$ cat config.mk
export PLATFORM = sky130hd
export DESIGN_NAME = prog_loader_uart
export DESIGN_NICKNAME = d
export VERILOG_FILES = /design/src/rtl/prog_loader_pkg.sv /design/src/rtl/uart_rx_8n1.sv /design/src/rtl/prog_loader_uart.sv
export SDC_FILE = /design/constraint.sdc
export NUM_CORES = 1
export LEC_CHECK = 0
export BUFFER_PORTS_ARGS = -buffer_cell sky130_fd_sc_hd__buf_2
export CAP_MARGIN = 0
export CORE_MARGIN = 4
export CORE_UTILIZATION = 36
export DETAILED_ROUTE_END_ITERATION = 8
export PLACE_DENSITY = 0.57
export SLEW_MARGIN = 15
export SYNTH_ARGS = -nofsm -noshare
export SYNTH_HDL_FRONTEND = slang
export SYNTH_SLANG_ARGS = --single-unit
$ cat constraint.sdc
create_clock -name clk -period 2 [get_ports clk]
set_input_delay 0.4 -clock clk [delete_from_list [all_inputs] [get_ports clk]]
set_output_delay 0.4 -clock clk [all_outputs]
set_load 0.03 [all_outputs]
$ cat src/rtl/prog_loader_pkg.sv
// Shared types and constants for the UART program loader.
// Controller and receiver state encodings live here so both files agree on them.
package prog_loader_pkg;

    typedef enum logic [1:0] {
        WAIT_SYNC,
        GET_LEN,
        GET_DATA,
        GET_CSUM
    } state_t;

    typedef enum logic [1:0] {
        RX_IDLE,
        RX_START,
        RX_DATA,
        RX_STOP
    } rx_state_t;

    localparam logic [7:0]  SYNC_BYTE   = 8'hA5;
    localparam int unsigned MAX_LEN     = 32;

    localparam logic [1:0]  ERR_NONE    = 2'b00;
    localparam logic [1:0]  ERR_FRAMING = 2'b01;
    localparam logic [1:0]  ERR_LENGTH  = 2'b10;
    localparam logic [1:0]  ERR_CSUM    = 2'b11;

endpackage

$ cat src/rtl/uart_rx_8n1.sv
// 8N1 UART receiver: two-flop synchroniser, mid-bit sampling, LSB first.
// Emits a one-cycle rx_valid with the byte, or rx_ferr when the stop sample is low.
module uart_rx_8n1
    import prog_loader_pkg::*;
#(
    parameter int unsigned CLKS_PER_BIT = 434
) (
    input  logic       clk,
    input  logic       rst_n,
    input  logic       rx,
    output logic       rx_valid,
    output logic       rx_ferr,
    output logic [7:0] rx_data
);

    localparam int unsigned      CNT_W   = $clog2(CLKS_PER_BIT);
    localparam logic [CNT_W-1:0] HALF_M1 = CNT_W'(CLKS_PER_BIT / 2 - 1);
    localparam logic [CNT_W-1:0] BIT_M1  = CNT_W'(CLKS_PER_BIT - 1);

    logic             rx_meta, rx_sync, rx_prev;
    rx_state_t        state, state_nxt;
    logic [CNT_W-1:0] cnt, cnt_nxt;
    logic [2:0]       bit_idx, bit_nxt;
    logic [7:0]       shift, shift_nxt;
    logic             valid_nxt, ferr_nxt;

    always_ff @(posedge clk or negedge rst_n) begin
        if (!rst_n) begin
            rx_meta  <= 1'b1;
            rx_sync  <= 1'b1;
            rx_prev  <= 1'b1;
            state    <= RX_IDLE;
            cnt      <= '0;
            bit_idx  <= '0;
            shift    <= '0;
            rx_valid <= 1'b0;
            rx_ferr  <= 1'b0;
        end else begin
            rx_meta  <= rx;
            rx_sync  <= rx_meta;
            rx_prev  <= rx_sync;
            state    <= state_nxt;
            cnt      <= cnt_nxt;
            bit_idx  <= bit_nxt;
            shift    <= shift_nxt;
            rx_valid <= valid_nxt;
            rx_ferr  <= ferr_nxt;
        end
    end

    always_comb begin
        state_nxt = state;
        cnt_nxt   = cnt;
        bit_nxt   = bit_idx;
        shift_nxt = shift;
        valid_nxt = 1'b0;
        ferr_nxt  = 1'b0;
        case (state)
            RX_IDLE: begin
                if (rx_prev && !rx_sync) begin
                    state_nxt = RX_START;
                    cnt_nxt   = '0;
                end
            end
            RX_START: begin
                // A start bit that is gone by mid-bit was a glitch: drop it silently.
                if (cnt == HALF_M1) begin
                    cnt_nxt   = '0;
                    bit_nxt   = '0;
                    state_nxt = rx_sync ? RX_IDLE : RX_DATA;
                end else begin
                    cnt_nxt = cnt + 1'b1;
                end
            end
            RX_DATA: begin
                if (cnt == BIT_M1) begin
                    cnt_nxt   = '0;
                    shift_nxt = {rx_sync, shift[7:1]};
                    bit_nxt   = bit_idx + 3'd1;
                    if (bit_idx == 3'd7) begin
                        state_nxt = RX_STOP;
                    end
                end else begin
                    cnt_nxt = cnt + 1'b1;
                end
            end
            RX_STOP: begin
                if (cnt == BIT_M1) begin
                    cnt_nxt   = '0;
                    state_nxt = RX_IDLE;
                    valid_nxt = rx_sync;
                    ferr_nxt  = !rx_sync;
                end else begin
                    cnt_nxt = cnt + 1'b1;
                end
            end
            default: state_nxt = RX_IDLE;
        endcase
    end

    assign rx_data = shift;

endmodule

$ cat src/rtl/prog_loader_uart.sv
// Serial program loader: decodes SYNC/LEN/payload/CSUM frames from the UART and
// streams payload bytes into CPU instruction memory, holding the CPU until a good load.
module prog_loader_uart
    import prog_loader_pkg::*;
#(
    parameter int unsigned CLKS_PER_BIT = 434,
    parameter int unsigned MEM_DEPTH    = 32
) (
    input  logic       clk,
    input  logic       rst_n,
    input  logic       rx,
    output logic       mem_we,
    output logic [4:0] mem_addr,
    output logic [7:0] mem_wdata,
    output logic       cpu_hold,
    output logic       load_done,
    output logic       load_ok,
    output logic [1:0] err_code
);

    localparam logic [7:0] LEN_LIMIT = 8'((MEM_DEPTH < MAX_LEN) ? MEM_DEPTH : MAX_LEN);

    logic       rx_valid, rx_ferr;
    logic [7:0] rx_data;

    uart_rx_8n1 #(.CLKS_PER_BIT(CLKS_PER_BIT)) u_rx (
        .clk      (clk),
        .rst_n    (rst_n),
        .rx       (rx),
        .rx_valid (rx_valid),
        .rx_ferr  (rx_ferr),
        .rx_data  (rx_data)
    );

    state_t     state, state_nxt;
    logic [5:0] cnt, cnt_nxt, len, len_nxt;
    logic [7:0] csum, csum_nxt;
    logic       we_nxt, hold_nxt, done_nxt, ok_nxt;
    logic [4:0] addr_nxt;
    logic [7:0] wdata_nxt;
    logic [1:0] err_nxt;

    always_ff @(posedge clk or negedge rst_n) begin
        if (!rst_n) begin
            state     <= WAIT_SYNC;
            cnt       <= '0;
            len       <= '0;
            csum      <= '0;
            mem_we    <= 1'b0;
            mem_addr  <= '0;
            mem_wdata <= '0;
            cpu_hold  <= 1'b0;
            load_done <= 1'b0;
            load_ok   <= 1'b0;
            err_code  <= ERR_NONE;
        end else begin
            state     <= state_nxt;
            cnt       <= cnt_nxt;
            len       <= len_nxt;
            csum      <= csum_nxt;
            mem_we    <= we_nxt;
            mem_addr  <= addr_nxt;
            mem_wdata <= wdata_nxt;
            cpu_hold  <= hold_nxt;
            load_done <= done_nxt;
            load_ok   <= ok_nxt;
            err_code  <= err_nxt;
        end
    end

    always_comb begin
        state_nxt = state;
        cnt_nxt   = cnt;
        len_nxt   = len;
        csum_nxt  = csum;
        we_nxt    = 1'b0;
        addr_nxt  = mem_addr;
        wdata_nxt = mem_wdata;
        hold_nxt  = cpu_hold;
        done_nxt  = 1'b0;
        ok_nxt    = load_ok;
        err_nxt   = err_code;
        if (rx_ferr && state != WAIT_SYNC) begin
            err_nxt   = ERR_FRAMING;
            done_nxt  = 1'b1;
            state_nxt = WAIT_SYNC;
        end else if (rx_valid) begin
            case (state)
                WAIT_SYNC: begin
                    if (rx_data == SYNC_BYTE) begin
                        hold_nxt  = 1'b1;
                        ok_nxt    = 1'b0;
                        err_nxt   = ERR_NONE;
                        cnt_nxt   = '0;
                        csum_nxt  = '0;
                        state_nxt = GET_LEN;
                    end
                end
                GET_LEN: begin
                    if (rx_data == 8'd0 || rx_data > LEN_LIMIT) begin
                        err_nxt   = ERR_LENGTH;
                        done_nxt  = 1'b1;
                        state_nxt = WAIT_SYNC;
                    end else begin
                        len_nxt   = rx_data[5:0];
                        state_nxt = GET_DATA;
                    end
                end
                GET_DATA: begin
                    // SYNC_BYTE is ordinary data here; the length alone ends the payload.
                    we_nxt    = 1'b1;
                    addr_nxt  = cnt[4:0];
                    wdata_nxt = rx_data;
                    csum_nxt  = csum + rx_data;
                    cnt_nxt   = cnt + 6'd1;
                    if (cnt == len - 6'd1) begin
                        state_nxt = GET_CSUM;
                    end
                end
                GET_CSUM: begin
                    done_nxt  = 1'b1;
                    state_nxt = WAIT_SYNC;
                    if (rx_data == csum) begin
                        ok_nxt   = 1'b1;
                        hold_nxt = 1'b0;
                    end else begin
                        err_nxt = ERR_CSUM;
                    end
                end
                default: state_nxt = WAIT_SYNC;
            endcase
        end
    end

endmodule

==> results of run 1 <==
-- logic make-up after synthesis --
| kind of cell | Yosys count | synth area share |
|---|---|---|
| simple gates | 96 | 0.1464 |
| compound gates | 76 | 0.1386 |
| flops | 68 | 0.4856 |
| mux | 28 | 0.08906 |
| buf+inv | 26 | 0.02814 |
| fa+ha+maj | 19 | 0.06983 |
| xor+xnor | 17 | 0.04239 |
-- state kept, by name, summed over array words and instances, names as in the netlist, 2 cells and up, named ones only --
register,count
len,6
mem_wdata,8
state,2
u_rx.cnt,9
cnt,6
u_rx.rx_data,8
u_rx.bit_idx,3
mem_addr,5
csum,8
err_code,2
-- power breakdown --
group | switching (uW) | internal [uW]
combinational | 401 | 304
sequential | 37.8 | 1430
clock | 525 | 573
-- worst max path at each step --
stage,from,endpoint,slack (ns),cells past startpoint
6_report,u_rx.rx_data[3],len[3],-0.02,5
5_1_grt,u_rx.rx_data[3],len[3],-0.10,5
4_1_cts,u_rx.rx_data[3],len[3],-0.003,5
3_5_place_dp,u_rx.rx_data[3],err_code[1],0.007,6
3_3_place_gp,u_rx.rx_data[3],err_code[1],-0.01,6
2_1_floorplan,u_rx.rx_data[0],csum[6],0.01,8
-- worst register-to-register path, cell delays in order (launching register included) --
cell,delay (ns)
dfrtp_1,0.42
or3_4,0.43
o31a_1,0.29
nor3_4,0.20
nand4b_4,0.20
mux2_1,0.36
-- area by class of cell --
| class | instances | area share |
|---|---|---|
| Timing Repair Buffer | 55 | 0.08961 |
| Sequential cell | 68 | 0.3966 |
| Multi-Input combinational cell | 236 | 0.4193 |
| Clock inverter | 5 | 0.01251 |
| Clock buffer | 11 | 0.03055 |
| Tap cell | 129 | 0.03753 |
| Inverter | 16 | 0.01397 |
-- cells in the mapped netlist, drive strengths merged, types with 2 or more instances --
cell    instances  area share
mux2           26       0.083
a22o           11       0.027
and3            7       0.012
nand4b          2      0.0093
nor4b           2      0.0050
nor3b           3      0.0064
dfstp           3       0.022
and2            2      0.0036
dfrtp          65        0.46
o31ai           3      0.0064
or2             2      0.0036
nor3            6       0.012
nor2b           2      0.0036
inv            16       0.017
nor4            2      0.0036
nand3          11       0.016
a21oi          14       0.020
o21bai          2      0.0043
xnor2          11       0.027
mux2i           2      0.0057
a21o            4      0.0086
o21ai          29       0.041
ha             18       0.064
nand4           3      0.0053
nand2          24       0.026
or3             5       0.010
nor2           22       0.024
a31oi           3      0.0053
xor2            6       0.015
clkbuf          9      0.0096
o211ai          2      0.0043
-- metal layers --
layer,global-route usage,vias to the layer above,wire [um]
met5,0,-,0
met4,0.04018,0,129
met3,0.04455,13,233
met2,0.2361,34,3697
met1,0.1894,1271,3727
li1,-,1294,-
-- metrics by stage --
| stage | instance area, um2 | hold WS, ns |
|---|---|---|
| after floorplan | 3512 | 0.1044 |
| after global placement | 4005 | 0.3471 |
| after detailed placement | 4005 | 0.3484 |
| after CTS | 4213 | 0.07335 |
| after global routing | 4300 | 0.08318 |
| final | 4300 | 0.06432 |
-- what timing repair did --
item / CTS / global route
setup endpoints to repair: 4 / 32
buffers inserted: 0 / 2
pin swaps: 2 / 9
resized for setup: 5 / 16
==> flow_summary.toml, run 1 <==
[clock_tree]
clockRootBuffer = "clkbuf_8"
clk_pin_slew_worst_paths_ns = 0.08
clock-sinks = 68
htreeDepth = 3
cts_buffer_depth = 2
cts_tree = "built"
clk_latency_ns = 0.34
postCtsHoldBufs = 0
numCtsBuffers = 9

[layout]
fin_cells = 520
area_growth_pct = 22.44
drive_gt1_frac = 0.2941
n_antenna_cell = 0
multi_input_area_um2 = 1803
final_common_cell = "dfrtp_1"
fill_cells = 899
postLayoutCoreUtil = 0.4589
final_cell_mix = "65 x dfrtp_1, 32 x buf_4, 24 x nand2_1"
nets = 408
seq_area_um2 = 1705

[die]
ioPinCount = 22
start_util = 0.3748
die_y_um = 106.8
dieArea_um2 = 11400
num_rows = 35
dieWidth_um = 106.8
coreArea_um2 = 9371

[critical_path]
critical_path_buf_inv_count = 0
rr_startpoint = "u_rx.rx_data[3]"
critPathLaunchType = "register"
crit_chain = "or3_4 -> o31a_1 -> nor3_4 -> nand4b_4 -> mux2_1"
end_kind = "register"
cp_slowest_cell = "or3_4"
critical-path-max-stage-delay_ns = 0.43
worst-path-max-fanout = 6
arrival_ns = 2.23
worstPathRequired_ns = 2.22
critical_path.top_delay_family = "simple AND/OR/NAND/NOR gates"
rrSetupSlack_ns = -0.02
r2r.worst_path.cells = 5
path_class = "register to register"
worstReg2RegEnd = "len[3]"

[timing]
hold_viol = 0
worst_slack_ns = -0.01679
setup_violations = 4
tns_ns = -0.02522
rsz0062_at_grt = "yes"
skew_ns = 0.007906
max_slew_margin = 0.6572
post-route-period-util = 1.008
period_needed_ns = 2.017
slew_viol_final = 0
worst_pin_slew_ns = 0.5112
max_freq_ghz = 0.4958

[logic_synthesis]
async_reset_ff_frac = 1.000
syn-num-nets = 352
yosysSeqAreaShare = 0.4856
synth_cell_types = 49
synth_seq_cells = 68
syn-cell-area_um2 = 3512
synth_edf_count = 0
synthCells = 330
synth_flop_cell = "dfrtp_1"
yosysWarnings = 0
synth.avg_cell_area_um2 = 10.64

[global_routing]
overflow = 0
grt.total_usage = 0.1458
grt_first_pass_wirelength_mm = 13.28
grt_pass1_vias = 2696
grt_max_degree = 69
antenna_found_initial = 0

[routing]
drtIter0Drc = 122
vias = 2612
antenna_left = 0
viasPerCell = 5.023
wl_mm = 7.787
dr.pass1.iters = 4
drc_errors = 0
routedWlPerCell_um = 14.98

[placement]
io_buffers = 21
placed_cells = 502
place_ws_ns = 0.006712
routabilityCongestion = 0.7726
hpwl_mm = 5.312

[pwr]
fin_total_pwr_uw = 3266
powerDensity_nw_per_um2 = 759.4
irDropWorstVdd_mv = 0.4716
power_leakage_uw = 0.002142

[job]
maxCapViolations = 0

[min_path]
hold_path.class = "input port to asynchronous set/reset pin"

[outcome]
status = "finished with violations"
violations = "setup timing"
No activity file was read; power rests on OpenSTA's default activity.
==> run 2: changes to the inputs <==
- BUFFER_PORTS_ARGS: -buffer_cell sky130_fd_sc_hd__buf_2 -> unset
- DONT_BUFFER_PORTS: unset -> 1
- PLACE_DENSITY: 0.57 -> 0.55
==> flow_summary.toml, run 2 (same netlist as run 1, synthesis figures left out) <==
[timing]
max_slew_margin = 0.6687
max_freq_ghz = 0.5095
worst_slack_ns = 0.03735
setup_violations = 0
rsz0062_at_grt = "yes"
worst_pin_slew_ns = 0.4941
skew_ns = 0.01006
slew_viol_final = 0
period_needed_ns = 1.963
post-route-period-util = 0.9813
hold_viol = 0

[routing]
drc_errors = 0
drtIter0Drc = 97
wl_met3_um = 174
dr.pass1.iters = 4
top_layer = "met4"
viasPerCell = 5.042
routedWlPerCell_um = 14.81
vias = 2511
antenna_left = 0
met1Wirelength_mm = 3.524
wl_mm = 7.377
routed-wl-met2_mm = 3.584

[min_path]
hold_path.class = "input port to register"

[critical_path]
worstPathRequired_ns = 2.24
worst-path-max-fanout = 6
critical-path-max-stage-delay_ns = 0.44
end_kind = "register"
crit_chain = "or3_4 -> o31a_1 -> nor3_4 -> nand4b_4 -> mux2_1"
path_class = "register to register"
cp_slowest_cell = "dfrtp_2"
critPathLaunchType = "register"
arrival_ns = 2.20

[die]
num_rows = 35
dieArea_um2 = 11400
ioPinCount = 22
coreArea_um2 = 9371
start_util = 0.3748
dieWidth_um = 106.8
die_y_um = 106.8

[placement]
placed_cells = 478
place_ws_ns = 0.01086
io_buffers = 0
hpwl_mm = 5.127
routabilityCongestion = 0.8069

[layout]
top_register = "u_rx.cnt"
final_common_cell = "dfrtp_1"
area_growth_pct = 18.67
n_antenna_cell = 0
final_cell_mix = "64 x dfrtp_1, 31 x buf_4, 24 x nand2_1"
nets = 386
fin_cells = 498
drive_gt1_frac = 0.2412
largest_reg_flops = 9

[global_routing]
overflow = 0
grt_pass1_vias = 2506
grt_first_pass_wirelength_mm = 12.57
grt_max_degree = 69
antenna_found_initial = 0
grt.total_usage = 0.1386

[clock_tree]
clock-sinks = 68
clk_latency_ns = 0.35
numCtsBuffers = 9
htreeDepth = 3
cts_tree = "built"
clockRootBuffer = "clkbuf_8"
clk_pin_slew_worst_paths_ns = 0.08
cts_buffer_depth = 2

[pwr]
irDropWorstVdd_mv = 0.4640
power_leakage_uw = 0.002018
powerDensity_nw_per_um2 = 785.8

[outcome]
status = "finished clean"

[job]
maxCapViolations = 0
==> run 2: cell types whose count changed in the layout (fill, tap and decap cells not counted), sizes merged <==
| cell | change |
|---|---|
| clkinv | -3 |
| dlygate4sd3 | +1 |
| buf | -23 |
| clkinvlp | +2 |
| clkbuf | +1 |
==> run 2: where the power goes <==
part / internal, uW / switching [uW] / total, uW
sequential: 1430 / 44.0 / 1470
combinational: 289 / 386 / 675
clock: 609 / 522 / 1130
==> run 2: final timing paths <==
check / start / to / slack (ns) / depth (start not counted)
max reg2reg: u_rx.rx_data[3] / len[0] / 0.04 / 5
min in group asynchronous: rst_n / err_code[0] / 0.58 / 2
max in group asynchronous: rst_n / u_rx.rx_meta / 1.06 / 2
min: rx / u_rx.rx_meta / 0.05 / 0
max: u_rx.rx_data[3] / len[0] / 0.04 / 5
min reg2reg: u_rx.rx_meta / u_rx.rx_sync / 0.36 / 0
==> run 2: metal layers <==
| layer | GRT usage | vias up |
|---|---|---|
| li1 | - | 1246 |
| met1 | 0.1836 | 1230 |
| met2 | 0.2221 | 27 |
| met3 | 0.02890 | 8 |
| met4 | 0.05479 | 0 |
| met5 | 0 | - |
==> run 2: stage by stage <==
stage | utilization | setup TNS [ns] | instance area (um2) | hold WS (ns) | total power, uW
5_1_grt | 0.4447 | -0.3622 | 4168 | 0.02126 | 3485
2_1_floorplan | - | 0 | 3512 | 0.1044 | 1893
6_report | 0.4447 | 0 | 4168 | 0.05236 | 3275
4_1_cts | 0.4366 | -0.004266 | 4091 | 0.02892 | 3271
3_5_place_dp | 0.4111 | 0 | 3852 | 0.1083 | 2089
3_3_place_gp | 0.4111 | 0 | 3852 | 0.1077 | 2081
==> run 2: timing repair <==
| item | CTS | global route |
|---|---|---|
| endpoints found under the hold margin | 68 | 0 |
| pin swaps | 0 | 5 |
| setup endpoints to repair | 1 | 29 |
| hold buffers | 2 | 0 |
| buffers inserted | 0 | 2 |
| gates resized for setup | 1 | 15 |
==> run 2: area by class of cell <==
cell class / count / area, um2
clock inverters: 4 / 50.05
well taps: 129 / 161.4
repair buffers: 33 / 270.3
clock buffers: 12 / 145.1
fillers: 907 / 5204
inverters: 16 / 60.06
flip-flops and latches: 68 / 1707
multi-input cells: 236 / 1774
==> run 2: worst max-delay path, delay by kind of cell, from the launching register on <==
family / cells / cell delay [ns]
simple gates: 3 / 0.77
mux: 1 / 0.36
compound gates: 1 / 0.29
flops: 1 / 0.44
